===== config.mk =====
export PLATFORM = sky130hd
export DESIGN_NAME = uart_rx_engine
export DESIGN_NICKNAME = d
export VERILOG_FILES = /design/src/rtl/uart_rx_engine.sv
export SDC_FILE = /design/constraint.sdc
export NUM_CORES = 1
export LEC_CHECK = 0
export ABC_CLOCK_PERIOD_IN_PS = 10100
export CAP_MARGIN = 15
export CORE_MARGIN = 4
export CORE_UTILIZATION = 35
export DETAILED_ROUTE_END_ITERATION = 8
export GPL_TIMING_DRIVEN = 0
export PLACE_DENSITY = 0.55
export REMOVE_ABC_BUFFERS = 1
export SYNTH_ARGS = -nofsm -noshare
export SYNTH_HDL_FRONTEND = slang
export SYNTH_SLANG_ARGS = --single-unit
export TNS_END_PERCENT = 100

===== constraint.sdc =====
create_clock -name clk -period 10.1 [get_ports clk]
set_clock_uncertainty 0.1 [all_clocks]
set_input_delay 2.02 -clock clk [delete_from_list [all_inputs] [get_ports clk]]
set_output_delay 2.02 -clock clk [all_outputs]
set_load 0.02 [all_outputs]

===== src/rtl/uart_rx_engine.sv =====
`default_nettype none
// ============================================================================
// Module   : uart_rx_engine
// Purpose  : UART serial receive engine. Synchronises the async rx line,
//            detects the start bit, samples data/parity/stop at mid-bit and
//            delivers each frame as a one-cycle rx_valid pulse. Maintains the
//            sticky parity, data-bits and framing error flags.
// Revision : 1.0 - initial release
// ============================================================================
module uart_rx_engine #(
    parameter int MAX_DATA_BITS = 9,
    parameter int BAUD_WIDTH    = 32
) (
    input  logic                     clk,
    input  logic                     rst_n,
    input  logic                     rx,
    input  logic [BAUD_WIDTH-1:0]    baud_rate,
    input  logic [3:0]               data_bits,
    input  logic                     odd_parity,
    input  logic                     parity_bit,
    input  logic                     err_clr,
    output logic [MAX_DATA_BITS-1:0] rx_data,
    output logic                     rx_valid,
    output logic                     busy,
    output logic                     parity_error,
    output logic                     data_bits_error,
    output logic                     frame_error
);

    typedef enum logic [2:0] {
        ST_IDLE   = 3'd0,
        ST_START  = 3'd1,
        ST_DATA   = 3'd2,
        ST_PARITY = 3'd3,
        ST_STOP   = 3'd4
    } state_t;

    localparam logic [BAUD_WIDTH-1:0] MIN_BAUD = BAUD_WIDTH'(2);
    localparam logic [BAUD_WIDTH-1:0] ONE      = BAUD_WIDTH'(1);

    // ------------------------------------------------------------------
    // Line synchroniser and edge detect
    // ------------------------------------------------------------------
    logic rx_meta;
    logic rx_s;
    logic rx_s_d;
    logic rx_fall;

    // Two-flop synchroniser plus a delayed copy for falling-edge detection;
    // all three reset to the idle (high) line level so reset never fakes an edge.
    always_ff @(posedge clk or negedge rst_n) begin
        if (!rst_n) begin
            rx_meta <= 1'b1;
            rx_s    <= 1'b1;
            rx_s_d  <= 1'b1;
        end else begin
            rx_meta <= rx;
            rx_s    <= rx_meta;
            rx_s_d  <= rx_s;
        end
    end

    assign rx_fall = rx_s_d & ~rx_s;

    // ------------------------------------------------------------------
    // Per-frame configuration, captured at start detection
    // ------------------------------------------------------------------
    logic [BAUD_WIDTH-1:0] baud_q;
    logic [3:0]            nbits_q;
    logic                  par_en_q;
    logic                  par_odd_q;

    // ------------------------------------------------------------------
    // FSM and datapath state
    // ------------------------------------------------------------------
    state_t                   state;
    state_t                   state_d;
    logic [BAUD_WIDTH-1:0]    cnt;
    logic [BAUD_WIDTH-1:0]    cnt_d;
    logic [3:0]               bit_idx;
    logic [MAX_DATA_BITS-1:0] data_sr;
    logic                     parity_bad;

    // Strobes decoded by the next-state logic and consumed by the datapath
    logic                     cfg_ok;
    logic                     start_accept;
    logic                     cfg_err;
    logic                     sample_data;
    logic                     sample_parity;
    logic                     sample_stop;
    logic                     bit_tick;
    logic                     half_tick;
    logic                     last_data_bit;

    // A zero-length or over-long frame is rejected without leaving IDLE
    assign cfg_ok = (data_bits != 4'd0) && (int'(data_bits) <= MAX_DATA_BITS);

    assign bit_tick      = (cnt == baud_q - ONE);
    assign half_tick     = (cnt == (baud_q >> 1) - ONE);
    assign last_data_bit = (bit_idx == nbits_q - 4'd1);

    // FSM state register
    always_ff @(posedge clk or negedge rst_n) begin
        if (!rst_n) begin
            state <= ST_IDLE;
        end else begin
            state <= state_d;
        end
    end

    // Next-state logic, bit-period counter and sampling strobes
    always_comb begin
        state_d       = state;
        cnt_d         = cnt + ONE;
        start_accept  = 1'b0;
        cfg_err       = 1'b0;
        sample_data   = 1'b0;
        sample_parity = 1'b0;
        sample_stop   = 1'b0;

        case (state)
            ST_IDLE: begin
                cnt_d = '0;
                if (rx_fall) begin
                    if (cfg_ok) begin
                        start_accept = 1'b1;
                        state_d      = ST_START;
                    end else begin
                        cfg_err = 1'b1;
                    end
                end
            end
            ST_START: begin
                // Half a bit in: a still-low line confirms a real start bit
                if (half_tick) begin
                    cnt_d   = '0;
                    state_d = rx_s ? ST_IDLE : ST_DATA;
                end
            end
            ST_DATA: begin
                if (bit_tick) begin
                    cnt_d       = '0;
                    sample_data = 1'b1;
                    if (last_data_bit) begin
                        state_d = par_en_q ? ST_PARITY : ST_STOP;
                    end
                end
            end
            ST_PARITY: begin
                if (bit_tick) begin
                    cnt_d         = '0;
                    sample_parity = 1'b1;
                    state_d       = ST_STOP;
                end
            end
            ST_STOP: begin
                if (bit_tick) begin
                    cnt_d       = '0;
                    sample_stop = 1'b1;
                    state_d     = ST_IDLE;
                end
            end
            default: begin
                cnt_d   = '0;
                state_d = ST_IDLE;
            end
        endcase
    end

    // Configuration capture; baud is clamped so the half-bit wait is never zero
    always_ff @(posedge clk or negedge rst_n) begin
        if (!rst_n) begin
            baud_q    <= MIN_BAUD;
            nbits_q   <= 4'd1;
            par_en_q  <= 1'b0;
            par_odd_q <= 1'b0;
        end else if (start_accept) begin
            baud_q    <= (baud_rate < MIN_BAUD) ? MIN_BAUD : baud_rate;
            nbits_q   <= data_bits;
            par_en_q  <= parity_bit;
            par_odd_q <= odd_parity;
        end
    end

    // Counter, bit index, shift register and pending parity result
    always_ff @(posedge clk or negedge rst_n) begin
        if (!rst_n) begin
            cnt        <= '0;
            bit_idx    <= 4'd0;
            data_sr    <= '0;
            parity_bad <= 1'b0;
        end else begin
            cnt <= cnt_d;
            if (start_accept) begin
                bit_idx    <= 4'd0;
                data_sr    <= '0;
                parity_bad <= 1'b0;
            end
            if (sample_data) begin
                // LSB first; bits beyond the frame length stay zero
                for (int i = 0; i < MAX_DATA_BITS; i++) begin
                    if (bit_idx == 4'(i)) begin
                        data_sr[i] <= rx_s;
                    end
                end
                bit_idx <= bit_idx + 4'd1;
            end
            if (sample_parity) begin
                parity_bad <= ((^data_sr) ^ rx_s) != par_odd_q;
            end
        end
    end

    // Frame delivery and registered busy indication
    always_ff @(posedge clk or negedge rst_n) begin
        if (!rst_n) begin
            rx_data  <= '0;
            rx_valid <= 1'b0;
            busy     <= 1'b0;
        end else begin
            rx_valid <= sample_stop;
            busy     <= (state_d != ST_IDLE);
            if (sample_stop) begin
                rx_data <= data_sr;
            end
        end
    end

    // Sticky error flags; a new error event takes priority over err_clr
    always_ff @(posedge clk or negedge rst_n) begin
        if (!rst_n) begin
            parity_error    <= 1'b0;
            data_bits_error <= 1'b0;
            frame_error     <= 1'b0;
        end else begin
            if (sample_stop && par_en_q && parity_bad) begin
                parity_error <= 1'b1;
            end else if (err_clr) begin
                parity_error <= 1'b0;
            end

            if (cfg_err) begin
                data_bits_error <= 1'b1;
            end else if (err_clr) begin
                data_bits_error <= 1'b0;
            end

            if (sample_stop && !rx_s) begin
                frame_error <= 1'b1;
            end else if (err_clr) begin
                frame_error <= 1'b0;
            end
        end
    end

endmodule
`default_nettype wire

After elaboration in Yosys (flattened, before gate mapping)
Cells that the tools add are included.
{ "totals": {"reg_bits": 104, "in_bits": 42, "elab_cells": 103} }
{ "classes": {"addsub": 5, "order_cmp": 2, "eq_ne": 16, "n_mux": 43, "bitwise_logic": 3, "n_reduce_logical": 16} }
{ "op_table": {"columns": ["op", "count"], "rows": [
  ["$mux 32", 3],
  ["$eq 32x32->1", 2],
  ["$pmux 32 s2", 1],
  ["$add 32x1->32 const B", 1],
  ["$lt 32x2->1 const B", 1],
  ["$sub 31x1->32 const B", 1],
  ["$sub 32x1->32 const B", 1],
  ["$mux 1", 25],
  ["$mux 3", 8],
  ["$mux 9", 2],
  ["$eq 4x3->1 const B", 4],
  ["$pmux 3 s5", 1],
  ["$reduce_bool 2->1", 5],
  ["$reduce_xor 9->1", 1],
  ["$eq 4x2->1 const B", 2],
  ["$mux 4", 2],
  ["$eq 3x2->1 const B", 2],
  ["$add 4x1->4 const B", 1],
  ["$eq 4x1->1 const B", 1],
  ["$eq 4x4->1", 1],
  ["$eq 4x4->1 const B", 1],
  ["$le 4x4->1 const B", 1],
  ["$logic_and 1x1->1", 4],
  ["$logic_not 4->1", 1],
  ["13 further kinds", 13]
]} }

Logic depth before layout (Yosys ltp)
Gate-level depths: netlist of run 1.
{ "logic_depth": {"word_depth": 8, "ltp_mapped": 13, "mapped_depth_nobuf": 10} }

Worst setup path before layout of run 1
No wires, ideal clock.
{ "synth_timing": {"path_kind": "input to register", "from": "input port data_bits[1]", "to": "register baud_q[10]", "arrival_time_ps": 3340, "required_ps": 9875, "slack_ps": 6536, "path_stages": 6, "n_path_buf": 2, "path_cell_list": "nor2_1 > mux2i_1 > nand4_1 > clkbuf_1 > buf_1 > mux2_2"} }
{ "synth_via": {"elab_chain_cells": 5, "elab_cells_between_ends": 6, "cone_classes": "1 x order compare; 3 x mux; 2 x reduce/logical"} }
{ "synth_rtl": {"columns": ["element", "line", "text"], "rows": [
  ["from (decl)", "18", "input logic [3:0] data_bits,"],
  ["$le 4x4->1 or $reduce_bool 4->1 (tied branches)", "96", "assign cfg_ok = (data_bits != 4'd0) && (int'(data_bits) <= MAX_DATA_BITS);"],
  ["$logic_and 1x1->1 (*)", "96", null],
  ["$mux 1 (*)", "125", "if (cfg_ok) begin"],
  ["$mux 1 (*)", "124", "if (rx_fall) begin"],
  ["$mux 1 (*)", "121", "case (state)"],
  ["to (signal assigned)", "178", "baud_q <= (baud_rate < MIN_BAUD) ? MIN_BAUD : baud_rate;"],
  ["to (decl)", "68", "logic [BAUD_WIDTH-1:0] baud_q;"]
]} }
Every way passes the cells marked *; elsewhere a longest branch is shown, timed or not.
A chain may end at the register's enable or synchronous reset.

Worst setup path after layout of run 1
{ "layout_timing": {"from": "register baud_q[9]", "to": "register cnt[26]"} }
{ "layout_via": {"elab_chain_cells": 4, "elab_cells_between_ends": 7, "cone_classes": "2 x add/sub; 2 x eq/ne; 3 x mux"} }
{ "layout_rtl": {"columns": ["element", "line", "text"], "rows": [
  ["$sub 32x1->32 or $sub 31x1->32 (tied branches)", "98, 99", null],
  ["$eq 32x32->1, on equally long branches", "98, 99", null],
  ["$mux 32, on equally long branches", null, null],
  ["$pmux 32 s2 (*)", "121", null],
  ["named net cnt_d[26]", "79", "logic [BAUD_WIDTH-1:0] cnt_d;"],
  ["to (signal assigned)", "193", "cnt <= cnt_d;"],
  ["to (decl)", "78", "logic [BAUD_WIDTH-1:0] cnt;"]
]} }
Mark *: on every way through the listed nets, which the timed path passes. The rest lies on a longest branch.

==> results of run 1 <==
placed cells by master, fill, tap and decap left out, types with 16 or more instances in the layout:
master,synthesis,final
nor4_1,25,24
nand4_1,32,32
nor2_1,37,37
nand3_1,30,30
dfrtp_1,99,99
xnor2_1,67,67
clkdlybuf4s50_1,0,54
a21oi_1,38,38
mux2i_1,18,18
mux2_2,40,40
xor2_1,58,58
nor3_1,22,22
inv_1,16,16
nand2_1,48,48
metrics by stage:
stage | hold slack (ns) | power (W) | util [%]
floorplan | 0.245 | 0.00122 | -
global placement | 0.247 | 0.00143 | 39.1
detailed placement | 0.248 | 0.00145 | 39.7
CTS | 0.259 | 0.00183 | 41.2
global route | 0.265 | 0.00196 | 41.4
finish | 0.257 | 0.00183 | 41.4
registers in the layout, summed over array words and instances (netlist names):
| signal | cells |
|---|---|
| rx_data | 9 |
| par_odd_q | 1 |
| nbits_q | 4 |
| rx_meta | 1 |
| busy | 1 |
| rx_s_d | 1 |
| bit_idx | 4 |
| rx_s | 1 |
| cnt | 32 |
| par_en_q | 1 |
| parity_error | 1 |
| state | 3 |
| frame_error | 1 |
| data_sr | 9 |
| data_bits_error | 1 |
| baud_q | 32 |
| parity_bad | 1 |
| rx_valid | 1 |
layout make-up:
| cell class | instances | area (µm²) |
|---|---|---|
| clock buffers | 9 | 225 |
| multi-input cells | 568 | 4100 |
| repair buffers | 61 | 676 |
| well taps | 265 | 332 |
| flip-flops and latches | 104 | 2610 |
| clock inverters | 7 | 78.8 |
| fillers | 1932 | 11400 |
| inverters | 16 | 60.1 |
cell families (layout without fill, tap and decap cells):
group	count (synthesis)	count (layout)	share of synthesized area (%)
adder cells (fa/ha/maj)	8	8	1.43
AO/OA/AOI/OAI	92	92	8.64
multiplexers	65	65	10.2
XOR/XNOR	125	125	15.7
flip-flops	104	104	37.4
buffers and inverters	69	93	4.12
AND/OR/NAND/NOR	278	278	22.6
cells in the mapped netlist, types with 3 or more instances:
library cell	number	area share (%)
dfrtp_1	99	35
a21oi_1	38	2.7
clkbuf_1	39	2.1
or2_2	3	0.27
or3_1	6	0.54
nor2_1	37	2.0
ha_1	8	1.4
and2_1	5	0.45
o21ai_0	10	0.72
o22ai_1	4	0.36
xnor2_1	67	8.4
inv_1	16	0.86
nand3b_1	6	0.64
nand2_1	48	2.6
nor3b_1	4	0.43
o2bb2ai_1	3	0.38
nor4_1	25	2.2
or4_1	9	0.97
nor3_1	22	1.6
xor2_1	58	7.3
buf_1	4	0.21
and4_1	6	0.75
nand4b_1	3	0.38
dfstp_2	5	1.9
a31oi_1	3	0.27
nand2b_1	8	0.72
a21o_1	3	0.32
a221o_1	3	0.43
nand3_1	30	2.2
o31a_1	3	0.38
nor2b_1	10	0.90
mux2i_1	18	2.6
nor4b_1	4	0.50
buf_4	4	0.43
a211oi_1	4	0.43
mux2_1	7	1.1
o31ai_1	5	0.54
and3_1	10	0.90
buf_2	5	0.36
nand4_1	32	2.9
mux2_2	40	6.5
worst max-delay path, cell delays in order (launching register included):
cell      delay [ns]
dfrtp_1         0.53
nor4_2          0.91
nand4_1         0.79
or3_1           0.57
a211oi_1        0.39
nand4_1         0.22
nor4b_4         0.82
o21bai_2        0.49
buf_8           0.25
a21oi_1         0.09
worst max path at each step:
stage	start	to	slack, ns	cells after the start
3_3_place_gp	rst_n	rx_data[7]$_DFFE_PN0N_	2.98	1
6_report	baud_q[9]$_DFFE_PN0P_	cnt[26]$_DFF_PN0_	4.80	9
2_1_floorplan	data_bits[1]	baud_q[10]$_DFFE_PN0P_	5.32	4
5_1_grt	baud_q[9]$_DFFE_PN0P_	cnt[25]$_DFF_PN0_	4.49	9
3_5_place_dp	baud_q[9]$_DFFE_PN0P_	cnt[25]$_DFF_PN0_	4.81	9
4_1_cts	baud_q[9]$_DFFE_PN0P_	cnt[26]$_DFF_PN0_	4.83	9
power breakdown:
part	leakage, nW	internal, W	switching, W
clock	0.149	0.000195	0.000168
sequential	1.32	0.000515	0.000219
combinational	1.74	0.000359	0.000378
routing by layer:
metal	GRT usage, %	wire (µm)	vias up
met5	0	0	-
met4	5.13	397	0
met3	3.68	1010	28
met2	25.9	8310	175
met1	23.8	8540	2719
li1	-	-	2695
==> impl_results.md, run 1 <==
* Status: finished clean
* Initial DRC count at 460
* Max Slew Vio Count at 0
* GP Congestion at 0.888
* Post-CTS Resized at 0
* CP endpoint kind: flip-flop
* Max Buffers Root-to-Sink at 2
* Critical path data arrival time at 5.43 ns
* Die area at 22300 µm²
* Critical Setup Path Class: flip-flop to flip-flop
* CTS H-Tree Depth at 3
* Final setup vio count at 0
* Pre-CTS setup slack at 4.81 ns
* Setup TNS at 0 ns
* Clock slew at reported path FFs at 0.07 ns
* Residual DRC at 0
* Worst Max-Slew Pin Slew at 1.13 ns
* Required time worst endpoint at 10.23 ns
* PD cells at 227 nW/µm²
* Post-synth top flop: dfrtp_1
* Reg2reg setup slack at 4.80 ns
* Yosys reg bits at 104
* Final WS setup at 4.80 ns
* Initial antenna violation count at 0
* Die Width at 149 µm
* DP Area at 7740 µm²
* Hold Vio Cnt, Final at 0
* Starting Density at 35.8%
* Worst hold path stage count at 0
* Routed wire length at 18300 µm
* # diodes at 0
* Via count of the first global-routing pass at 5727
* Sequential cell area fraction in the yosys report at 37.4%
* Detailed placement HPWL at 13500 µm
* Routed len/inst at 17.7 µm
* Asr flop ratio synth at 100%
* Reg2reg path depth at 9
* # rows at 51
* Design area at 8080 µm²
* Grt ovf at 0
* IO Count at 56
* GRT Util Overall at 16.9%
* Cell variety after synth at 65
* Synth warnings at 0
* Leak Pwr at 3.21 nW
* Setup Fix Bufs, Post-CTS at 0
* Min cycle time layout at 5.30 ns
* Max IR drop VDD at 94.0 µV
* Share of layout cells above drive strength 1 at 11.0%
* Max Fclk at 189 MHz
* Nets at 810
* Worst Setup Start Kind: flip-flop
* Final Cycle Share at 52.5%
* Post-Syn Instances at 741
* RR Startpoint: baud_q[9]$_DFFE_PN0P_
* Drt first pass iters at 5
* Capturing point of the worst reg2reg path: cnt[26]$_DFF_PN0_
* Sink Count at 104
* Hold_sp: rx_meta$_DFF_PN1_
* Worst Hold Class: flip-flop to flip-flop
* Core Area at 19500 µm²
* Area grow syn2layout at 15.7%
* CTS Hold Bufs at 0
* Max-cap viol count at 0
* Die height at 149 µm
* Cell Area, Synth at 6980 µm²
* Post-synth EDFFs at 0
* Largest net degree at the start of global routing at 54
* Inserted Clock Buffers at 9
* Port-buffer cells at 55
* Root Buffer: clkbuf_16
* Antenna viol nets, final at 0
* Critical path fanouts, max at 19
* Worst slew margin at 23.9%
* Clock latency on the worst-skew pair at 0.36 ns
* Cell Count, Final, Fillers Out at 1030
* Total vias in the final route at 5617
* Dpl cells at 1013
* Via density at 5.45
* CTS tree: done
* First-pass GRT wire length at 30400 µm
* Unrepaired setup endpoints after global routing: false
* Synthesized area per cell at 9.42 µm²
* Endpoint, Worst Hold: rx_s$_DFF_PN1_
No activity file was read; power rests on OpenSTA's default activity.
==> inputs of run 2 (changes only) <==
--- a/config.mk
+++ b/config.mk
@@ -5,7 +5,7 @@
 export SDC_FILE = /design/constraint.sdc
 export NUM_CORES = 1
 export LEC_CHECK = 0
-export ABC_CLOCK_PERIOD_IN_PS = 10100
+export ABC_CLOCK_PERIOD_IN_PS = 5400
 export CAP_MARGIN = 15
 export CORE_MARGIN = 4
 export CORE_UTILIZATION = 35
==> constraint.sdc (replaced) <==
create_clock -name clk -period 5.4 [get_ports clk]
set_clock_uncertainty 0.1 [all_clocks]
set_input_delay 1.08 -clock clk [delete_from_list [all_inputs] [get_ports clk]]
set_output_delay 1.08 -clock clk [all_outputs]
set_load 0.02 [all_outputs]
==> impl_results.md, run 2 (synthesized netlist as in run 1, its figures left out) <==
* Detailed placement HPWL at 13500 µm
* Max Slew Vio Count at 0
* Hold_sp: rx_meta$_DFF_PN1_
* Area grow syn2layout at 15.8%
* Final WS setup at 0.454 ns
* Min cycle time layout at 4.95 ns
* Starting Density at 35.8%
* Worst Max-Slew Pin Slew at 1.12 ns
* Initial antenna violation count at 0
* Residual DRC at 0
* Core Area at 19500 µm²
* Die area at 22300 µm²
* Die Width at 149 µm
* Commonest non-fill, non-tap cell in the layout: dfrtp_1
* Post-CTS Resized at 0
* Via count of the first global-routing pass at 5727
* GP Congestion at 0.888
* CTS H-Tree Depth at 3
* Nets at 810
* Clock slew at reported path FFs at 0.07 ns
* Initial DRC count at 479
* Share of layout cells above drive strength 1 at 11.0%
* Critical Setup Path Class: flip-flop to flip-flop
* Port-buffer cells at 55
* First-pass GRT wire length at 30400 µm
* Worst slew margin at 24.9%
* Biggest regs: baud_q: 32 flops, cnt: 32 flops
* Critical path fanouts, max at 19
* # diodes at 0
* GRT Util Overall at 16.9%
* PD cells at 425 nW/µm²
* Final setup vio count at 0
* Routed len/inst at 17.8 µm
* Max Fclk at 202 MHz
* Reg2reg setup slack at 0.45 ns
* Setup Fix Bufs, Post-CTS at 0
* Total vias in the final route at 5669
* Leak Pwr at 3.21 nW
* Crit path from: baud_q[9]$_DFFE_PN0P_
* IO Count at 56
* Grt ovf at 0
* Required time worst endpoint at 5.53 ns
* Worst Hold Class: flip-flop to flip-flop
* Largest net degree at the start of global routing at 54
* Final Cycle Share at 91.6%
* CTS Hold Bufs at 0
* Max-cap viol count at 0
* Antenna viol nets, final at 0
* Die height at 149 µm
* Status: finished clean
* # rows at 51
* Sink Count at 104
* CP endpoint kind: flip-flop
* CTS tree: done
* Hold_ws at 0.257 ns
* Via density at 5.50
* Clock latency on the worst-skew pair at 0.36 ns
* Most frequent cells in the layout: dfrtp_1 (99), xnor2_1 (67), xor2_1 (58)
* RR Startpoint: baud_q[9]$_DFFE_PN0P_
* Hold Vio Cnt, Final at 0
* Drt first pass iters at 5
* Root Buffer: clkbuf_16
* Unrepaired setup endpoints after global routing: false
* Pre-CTS setup slack at 0.114 ns
* Max IR drop VDD at 176 µV
* Routed wire length at 18300 µm
* Critical path data arrival time at 5.08 ns
* Worst Setup Start Kind: flip-flop
* Max Buffers Root-to-Sink at 2
* Inserted Clock Buffers at 9
==> run 2: changes by cell type in the layout (fill, tap and decap cells not counted) <==
| cell | before | now |
|---|---|---|
| nor4_2 | 3 | 2 |
| nor4_4 | 0 | 1 |
==> run 2: metrics by stage <==
stage	TNS, ns	total power (W)	util, %	instance area [µm²]	std cells
floorplan	0	0.00228	-	6760	688
global placement	-114.91	0.00268	39.1	7640	1008
detailed placement	0	0.00272	39.7	7740	1013
CTS	0	0.00342	41.2	8050	1029
global route	0	0.00368	41.4	8090	1030
finish	0	0.00344	41.4	8090	1030
==> run 2: cell type report <==
class,instances,area [µm²]
Tap cell,265,332
Clock inverter,7,78.8
Sequential cell,104,2610
Multi-Input combinational cell,568,4110
Timing Repair Buffer,61,676
Inverter,16,60.1
Clock buffer,9,225
Fill cell,1932,11400
==> run 2: path summary, 6_finish.rpt <==
kind,depth (start not counted),end
max in group asynchronous,2,cnt[14]$_DFF_PN0_
max,9,cnt[26]$_DFF_PN0_
min in group asynchronous,1,baud_q[31]$_DFFE_PN0P_
max reg2reg,9,cnt[26]$_DFF_PN0_
min,0,rx_s$_DFF_PN1_
min reg2reg,0,rx_s$_DFF_PN1_
==> run 2: routing by layer <==
metal | track usage, % | vias to the layer above | share of wire (%)
li1 | - | 2693 | -
met1 | 23.8 | 2768 | 47
met2 | 25.9 | 180 | 45
met3 | 3.68 | 28 | 5.6
met4 | 5.13 | 0 | 2.2
met5 | 0 | - | 0
==> run 2: power by group <==
| group | internal (W) | leakage, nW | switching (W) |
|---|---|---|---|
| sequential | 0.000962 | 1.32 | 0.000418 |
| combinational | 0.000673 | 1.74 | 0.000707 |
| clock | 0.000365 | 0.149 | 0.000313 |
| total | 0.00200 | 3.21 | 0.00144 |
==> run 2: worst max-delay path, stage by stage, from the launching register on <==
cell	delay (ns)
dfrtp_1	0.54
nor4_4	0.66
nand4_1	0.70
or3_1	0.56
a211oi_1	0.39
nand4_1	0.22
nor4b_4	0.81
o21bai_2	0.48
buf_8	0.25
a21oi_1	0.09
